--- config.mk ---
export PLATFORM = sky130hd
export DESIGN_NAME = transmissor_resposta
export DESIGN_NICKNAME = d
export VERILOG_FILES = /design/src/rtl/transmissor_resposta.sv
export SDC_FILE = /design/constraint.sdc
export NUM_CORES = 1
export LEC_CHECK = 0
export ABC_AREA = 1
export ABC_CLOCK_PERIOD_IN_PS = 2300
export CAP_MARGIN = 20
export CORE_ASPECT_RATIO = 0.8
export CORE_UTILIZATION = 40
export CTS_BUF_LIST = sky130_fd_sc_hd__clkbuf_8
export DETAILED_ROUTE_END_ITERATION = 6
export GPL_ROUTABILITY_DRIVEN = 0
export PLACE_DENSITY = 0.59
export REMOVE_ABC_BUFFERS = 1
export SLEW_MARGIN = 15
export SYNTH_ARGS = -nofsm -noshare
export SYNTH_HDL_FRONTEND = slang
export SYNTH_SLANG_ARGS = --single-unit
--- constraint.sdc ---
create_clock -name clock -period 2.3 [get_ports clock]
set_input_delay 0.345 -clock clock [delete_from_list [all_inputs] [get_ports clock]]
set_output_delay 0.345 -clock clock [all_outputs]
set_load 0.05 [all_outputs]
--- src/rtl/transmissor_resposta.sv ---
// UART 8N1 transmitter for a two-byte response (code byte, then data byte).
// Both bytes go out back-to-back with no idle time between their frames.
module transmissor_resposta #(
    parameter int CLKS_PER_BIT = 5208
) (
    input  logic       clock,
    input  logic       reset,
    input  logic       enviar,
    input  logic [7:0] primeiroByte,
    input  logic [7:0] segundoByte,
    output logic       tx,
    output logic       ocupado,
    output logic       concluido
);

    localparam int CNT_W = (CLKS_PER_BIT > 2) ? $clog2(CLKS_PER_BIT) : 1;
    localparam logic [CNT_W-1:0] CNT_MAX = CNT_W'(CLKS_PER_BIT - 1);

    typedef enum logic [1:0] {OCIOSO, INICIO, DADOS, PARADA} estado_t;

    estado_t          estado, estadoNext;
    logic [CNT_W-1:0] baudCnt, baudCntNext;
    logic [2:0]       bitCnt, bitCntNext;
    logic             byteIdx, byteIdxNext;
    logic [15:0]      shadow, shadowNext;
    logic             txNext, ocupadoNext, concluidoNext;
    logic [7:0]       byteAtual;
    logic             fimBit;

    assign fimBit = (baudCnt == CNT_MAX);

    // Outputs are decoded from the next state so they are registered
    // alongside it and change on the same edge as the state.
    always_comb begin
        estadoNext    = estado;
        baudCntNext   = baudCnt + CNT_W'(1);
        bitCntNext    = bitCnt;
        byteIdxNext   = byteIdx;
        shadowNext    = shadow;
        concluidoNext = 1'b0;

        unique case (estado)
            OCIOSO: begin
                baudCntNext = '0;
                if (enviar) begin
                    shadowNext  = {segundoByte, primeiroByte};
                    byteIdxNext = 1'b0;
                    bitCntNext  = '0;
                    estadoNext  = INICIO;
                end
            end
            INICIO: begin
                if (fimBit) begin
                    baudCntNext = '0;
                    bitCntNext  = '0;
                    estadoNext  = DADOS;
                end
            end
            DADOS: begin
                if (fimBit) begin
                    baudCntNext = '0;
                    if (bitCnt == 3'd7) estadoNext = PARADA;
                    else                bitCntNext = bitCnt + 3'd1;
                end
            end
            PARADA: begin
                if (fimBit) begin
                    baudCntNext = '0;
                    if (!byteIdx) begin
                        byteIdxNext = 1'b1;
                        estadoNext  = INICIO;
                    end else begin
                        estadoNext    = OCIOSO;
                        concluidoNext = 1'b1;
                    end
                end
            end
            default: estadoNext = OCIOSO;
        endcase

        byteAtual = byteIdxNext ? shadowNext[15:8] : shadowNext[7:0];

        txNext      = 1'b1;
        ocupadoNext = 1'b1;
        unique case (estadoNext)
            OCIOSO:  ocupadoNext = 1'b0;
            INICIO:  txNext      = 1'b0;
            DADOS:   txNext      = byteAtual[bitCntNext];
            PARADA:  txNext      = 1'b1;
            default: ocupadoNext = 1'b0;
        endcase
    end

    always_ff @(posedge clock or posedge reset) begin
        if (reset) begin
            estado    <= OCIOSO;
            baudCnt   <= '0;
            bitCnt    <= '0;
            byteIdx   <= 1'b0;
            shadow    <= '0;
            tx        <= 1'b1;
            ocupado   <= 1'b0;
            concluido <= 1'b0;
        end else begin
            estado    <= estadoNext;
            baudCnt   <= baudCntNext;
            bitCnt    <= bitCntNext;
            byteIdx   <= byteIdxNext;
            shadow    <= shadowNext;
            tx        <= txNext;
            ocupado   <= ocupadoNext;
            concluido <= concluidoNext;
        end
    end

endmodule

# --- Word level (Yosys, flattened, before mapping) ---
# Index checks and enable logic that the tools add are counted.
totals:
  ff_bits: 38
  inputBits: 19
  out_inout_bits: 3
  wordCells: 48
op_classes:
  add_sub_neg: 2
  magnitude_cmp: 1
  n_eq_ne: 7
  muxes: 27
  reduce_logical: 3
op_table:
  columns: ["operator", "n"]
  rows:
  - ["$mux 16", 2]
  - ["$pmux 13 s2", 1]
  - ["$add 13x1->13 const B", 1]
  - ["$eq 13x13->1 const B", 1]
  - ["$mux 13", 1]
  - ["$mux 3", 4]
  - ["$mux 2", 5]
  - ["$pmux 3 s3", 1]
  - ["$mux 1", 8]
  - ["$mux 8", 1]
  - ["$pmux 2 s4", 1]
  - ["$eq 2x2->1 const B", 3]
  - ["$eq 2x1->1 const B", 2]
  - ["$logic_not 2->1", 2]
  - ["$lt 3x4->1 const B", 1]
  - ["$pmux 1 s2", 2]
  - ["$add 3x1->3 const B", 1]
  - ["$bmux 1 s3", 1]
  - ["$eq 3x3->1 const B", 1]
  - ["$reduce_or 3->1", 1]

# --- Logic depth before layout (Yosys ltp) ---
# Gate-level depths: netlist of the first run.
logic_depth:
  ltp_word: 7
  mapped_depth: 18
  mapped_depth_nobuf: 18

# --- Least setup slack after synthesis of the first run ---
# OpenSTA, ideal clock, no wires.
synth_timing:
  kind: "flip-flop to flip-flop"
  start: "register estado[0]"
  end: "register tx"
  setup_ps: 78
  arrival_ps: 1831
  t_required_ps: 2222
  slack_ps: 391
  stages_incl_launch_ff: 17
  n_path_buf: 3
  period_less_slack_ps: 1909
  path_cell_list: "dfrtp_1 > inv_1 > ha_1 > clkbuf_2 > nand2_2 > buf_6 > buf_6 > o21ai_0 > nand2_1 > nand2_1 > nand3_1 > nand3_1 > nand2_1 > nand2_1 > nand2_1 > nand2_1 > nand2_1"
synth_via:
  elab_chain_cells: 6
  word_cells_on_any_way: 19
  classes_between: "eq/ne (5); mux (13); reduce/logical (1)"
synth_lines:
  columns: ["element", "line_no", "rtl"]
  rows:
  - ["start: declaration", "21", "estado_t estado, estadoNext;"]
  - ["start signal: assignment", "105", "estado <= estadoNext;"]
  - ["$eq 2x2->1 or $logic_not 2->1 (tied branches)", "42", "unique case (estado)"]
  - ["$pmux 1 s2 or $mux 16 (tied branches)", "42", null]
  - ["$mux 8", "81", "byteAtual = byteIdxNext ? shadowNext[15:8] : shadowNext[7:0];"]
  - ["$bmux 1 s3", "88", "DADOS: txNext = byteAtual[bitCntNext];"]
  - ["$mux 1 (not written as such)", "88", null]
  - ["$pmux 1 s2 (*)", "85", "unique case (estadoNext)"]
  - ["named net txNext", "26", "logic txNext, ocupadoNext, concluidoNext;"]
  - ["end signal: assignment", "110", "tx <= txNext;"]
  - ["end: declaration", "11", "output logic tx,"]
# Mark *: on every way through the listed nets, which the timed path passes. The rest lies on a longest branch. The select of a mux whose other input is x is not followed.

# --- Worst setup path in the final report of the first run ---
# Ends and elaborated chain as after synthesis.

==> impl_metrics.tcl, run 1 <==
set metrics [dict create \
    drc 0 \
    p_leak_uw 0.00129 \
    rr_worst_depth 15 \
    skew_ns 0.00664 \
    first_iter_violations 100 \
    synth_edf_count 0 \
    stdcell_count 373 \
    worst-endpoint-arrival_ns 2.30 \
    routed_wirelength_um 4340 \
    yosysMostFrequentCell "nand2_1" \
    worst_slew_pin_slew_ns 0.503 \
    wl_per_cell_um 11.6 \
    first_pass_iters 4 \
    drtAntennaViolNets 0 \
    h-tree-depth 2 \
    core-area_um2 5150 \
    grt_antenna_before_repair 0 \
    synth_mux_area_share_pct 3.91 \
    port_buffers 21 \
    clk_pin_slew_ns 0.08 \
    max-vdd-ir-drop_mv 0.215 \
    yosysTopAreaCellShare_pct 41.9 \
    synth_compound_area_share_pct 7.42 \
    start_kind "flop" \
    cts.sinks 38 \
    cap_violations 0 \
    nets 336 \
    cts_resized 0 \
    timing.rr.start "estado[0]" \
    power.density_nw_per_um2 456 \
    max_slew_margin_pct 66.3 \
    period_share_pct 90.0 \
    ys_types 30 \
    holdBufCountCts 0 \
    clock_path_buffers 2 \
    dp_slack_ns 0.103 \
    cp_max_fo 13 \
    synth-xor-area-share_pct 1.98 \
    fmax_mhz 483 \
    reg2reg_slack_ns 0.23 \
    hold_path.class "input port to async pin" \
    hold_viol 0 \
    synth_top_family_by_area "simple AND/OR/NAND/NOR gates" \
    rows 23 \
    required_ns 2.53 \
    cts_setup_buffers 0 \
    die_w_um 85.1 \
    grt_pass1_wl_um 7270 \
    run_status "completed" \
    netlist_instances 282 \
    fin_setup_tns_ns 0 \
    async_flop_share_pct 100 \
    synthAdderAreaFrac_pct 3.96 \
    antennaDiodeCount 0 \
    synth.avg_cell_area_um2 7.84 \
    start_util_pct 42.9 \
    fin_ws_ns 0.230 \
    synth_commonest_cells "70 x nand2_1, 47 x inv_1, 37 x dfrtp_1" \
    synth_ff_type "dfrtp_1" \
    synthSimpleGateAreaFrac_pct 29.6 \
    r2r-end "tx" \
    rsz0062_at_grt "no" \
    vias_per_cell 4.78 \
    ios 22 \
    grt_pass1_vias 1557 \
    numCtsBuffers 5 \
    grt_max_degree 39 \
    placed_cells 365 \
    dr_total_vias 1782 \
    end_kind "flop" \
    timing.final.crit_period_ns 2.07 \
    grt_overflow 0 \
    finalPower_uw 1180 \
    area_delta_synth_final_pct 17.2 \
    worstSetupPathType "flop to flop" \
    synth_seq_cells 38 \
    synth_area_leaders "dfrtp_1 42%, nand2_1 12%, inv_1 8.0%" \
    worstSkewPairLatency_ns 0.28 \
    dp_hpwl_um 3280 \
    cts_root_buf "clkbuf_8" \
    synth-warning-count 0 \
    dieArea_um2 5830 \
    drive_above_1_share_pct 11.9 \
    grt_usage_pct 16.4 \
    yosysSeqAreaShare_pct 43.1 \
    syn-cell-area_um2 2210 \
    setup_viol_count_final 0 \
    die_h_um 68.5 \
    final-max-slew-violation-count 0 \
    synth_area_leader_cell "dfrtp_1" \
    cts_tree "yes" \
]
==> critical path, stage by stage (launching register included) <==
cell     delay [ns]
dfrtp_1        0.42
inv_1          0.12
ha_1           0.39
nor2_1         0.21
nand3_4        0.13
nand2_4        0.16
nand2_1        0.09
o21ai_2        0.06
inv_1          0.05
nand2_1        0.06
nand3_1        0.06
nand2_1        0.07
nand2_1        0.04
nand2_1        0.06
nand2_1        0.05
nand2_1        0.05
==> power by group <==
group          leakage, uW  switching [uW]  internal (uW)  total (uW)
Sequential        0.000455               0            668         668
Combinational     0.000786            20.0           29.1        49.1
Clock            0.0000524             227            238         465
Total              0.00129             247            934        1180
==> per-stage QoR <==
stage               instance area, um^2  hold slack [ns]  util (%)
floorplan                          2170            0.439         -
global placement                   2490            0.463      48.3
detailed placement                 2490            0.466      48.3
CTS                                2580            0.486      50.1
global route                       2590            0.510      50.3
finish                             2590            0.477      50.3
==> worst max-delay path by stage <==
stage | start | to | slack [ns] | depth (start not counted)
2_1_floorplan | estado[0] | tx | 0.34 | 14
3_3_place_gp | enviar | tx | 0.12 | 13
3_5_place_dp | enviar | tx | 0.10 | 13
4_1_cts | estado[0] | tx | 0.12 | 14
5_1_grt | estado[0] | tx | 0.007 | 15
6_report | estado[0] | tx | 0.23 | 15
==> cell type report <==
type	count	area [um^2]
Clock buffer	6	82.6
Clock inverter	2	8.76
Fill cell	497	2560
Inverter	49	184
Multi-Input combinational cell	191	1040
Sequential cell	38	953
Tap cell	62	77.6
Timing Repair Buffer	25	240
==> layout by cell type (no fill, tap or decap), types with 4 or more instances in the layout <==
master and n:
clkdlybuf4s50_1 21, nand3_1 28, mux2_2 5, o21ai_1 5
nand2_2 5, ha_1 6, clkbuf_8 6, nand2_1 70
nor2_1 23, a21oi_1 6, o21ai_0 12, xor2_1 5
dfrtp_1 36, nor3_1 8, inv_1 48, buf_4 4
==> metal layers <==
layer | track usage [%] | routed length, um
met1 | 25.1 | 2420
met2 | 22.5 | 1660
met5 | 0 | 0
met4 | 5.72 | 42
met3 | 3.50 | 231
==> flip-flops by register name (all words and copies together) (netlist names) <==
| name | cells |
|---|---|
| baudCnt | 13 |
| bitCnt | 3 |
| byteIdx | 1 |
| concluido | 1 |
| estado | 2 |
| ocupado | 1 |
| shadow | 16 |
| tx | 1 |
==> cell families (layout without fill, tap and decap cells) <==
family / count (synthesis) / in the layout
xor gates and xnor gates: 5 / 5
and+or+nand+nor: 144 / 144
adders and majority gates: 7 / 7
AOI/OAI and AO/OA: 28 / 28
buffers and inverters: 53 / 82
muxes: 7 / 7
DFF: 38 / 38
Power figures use the tool's default switching activity.
==> inputs of run 2 (changes only) <==
--- a/config.mk
+++ b/config.mk
@@ -7,7 +7,7 @@
 export LEC_CHECK = 0
 export ABC_AREA = 1
 export ABC_CLOCK_PERIOD_IN_PS = 2300
-export CAP_MARGIN = 20
+export CAP_MARGIN = 10
 export CORE_ASPECT_RATIO = 0.8
 export CORE_UTILIZATION = 40
 export CTS_BUF_LIST = sky130_fd_sc_hd__clkbuf_8
==> results of run 2 <==
The final DEF is identical to that of run 1; final timing and power are the same.
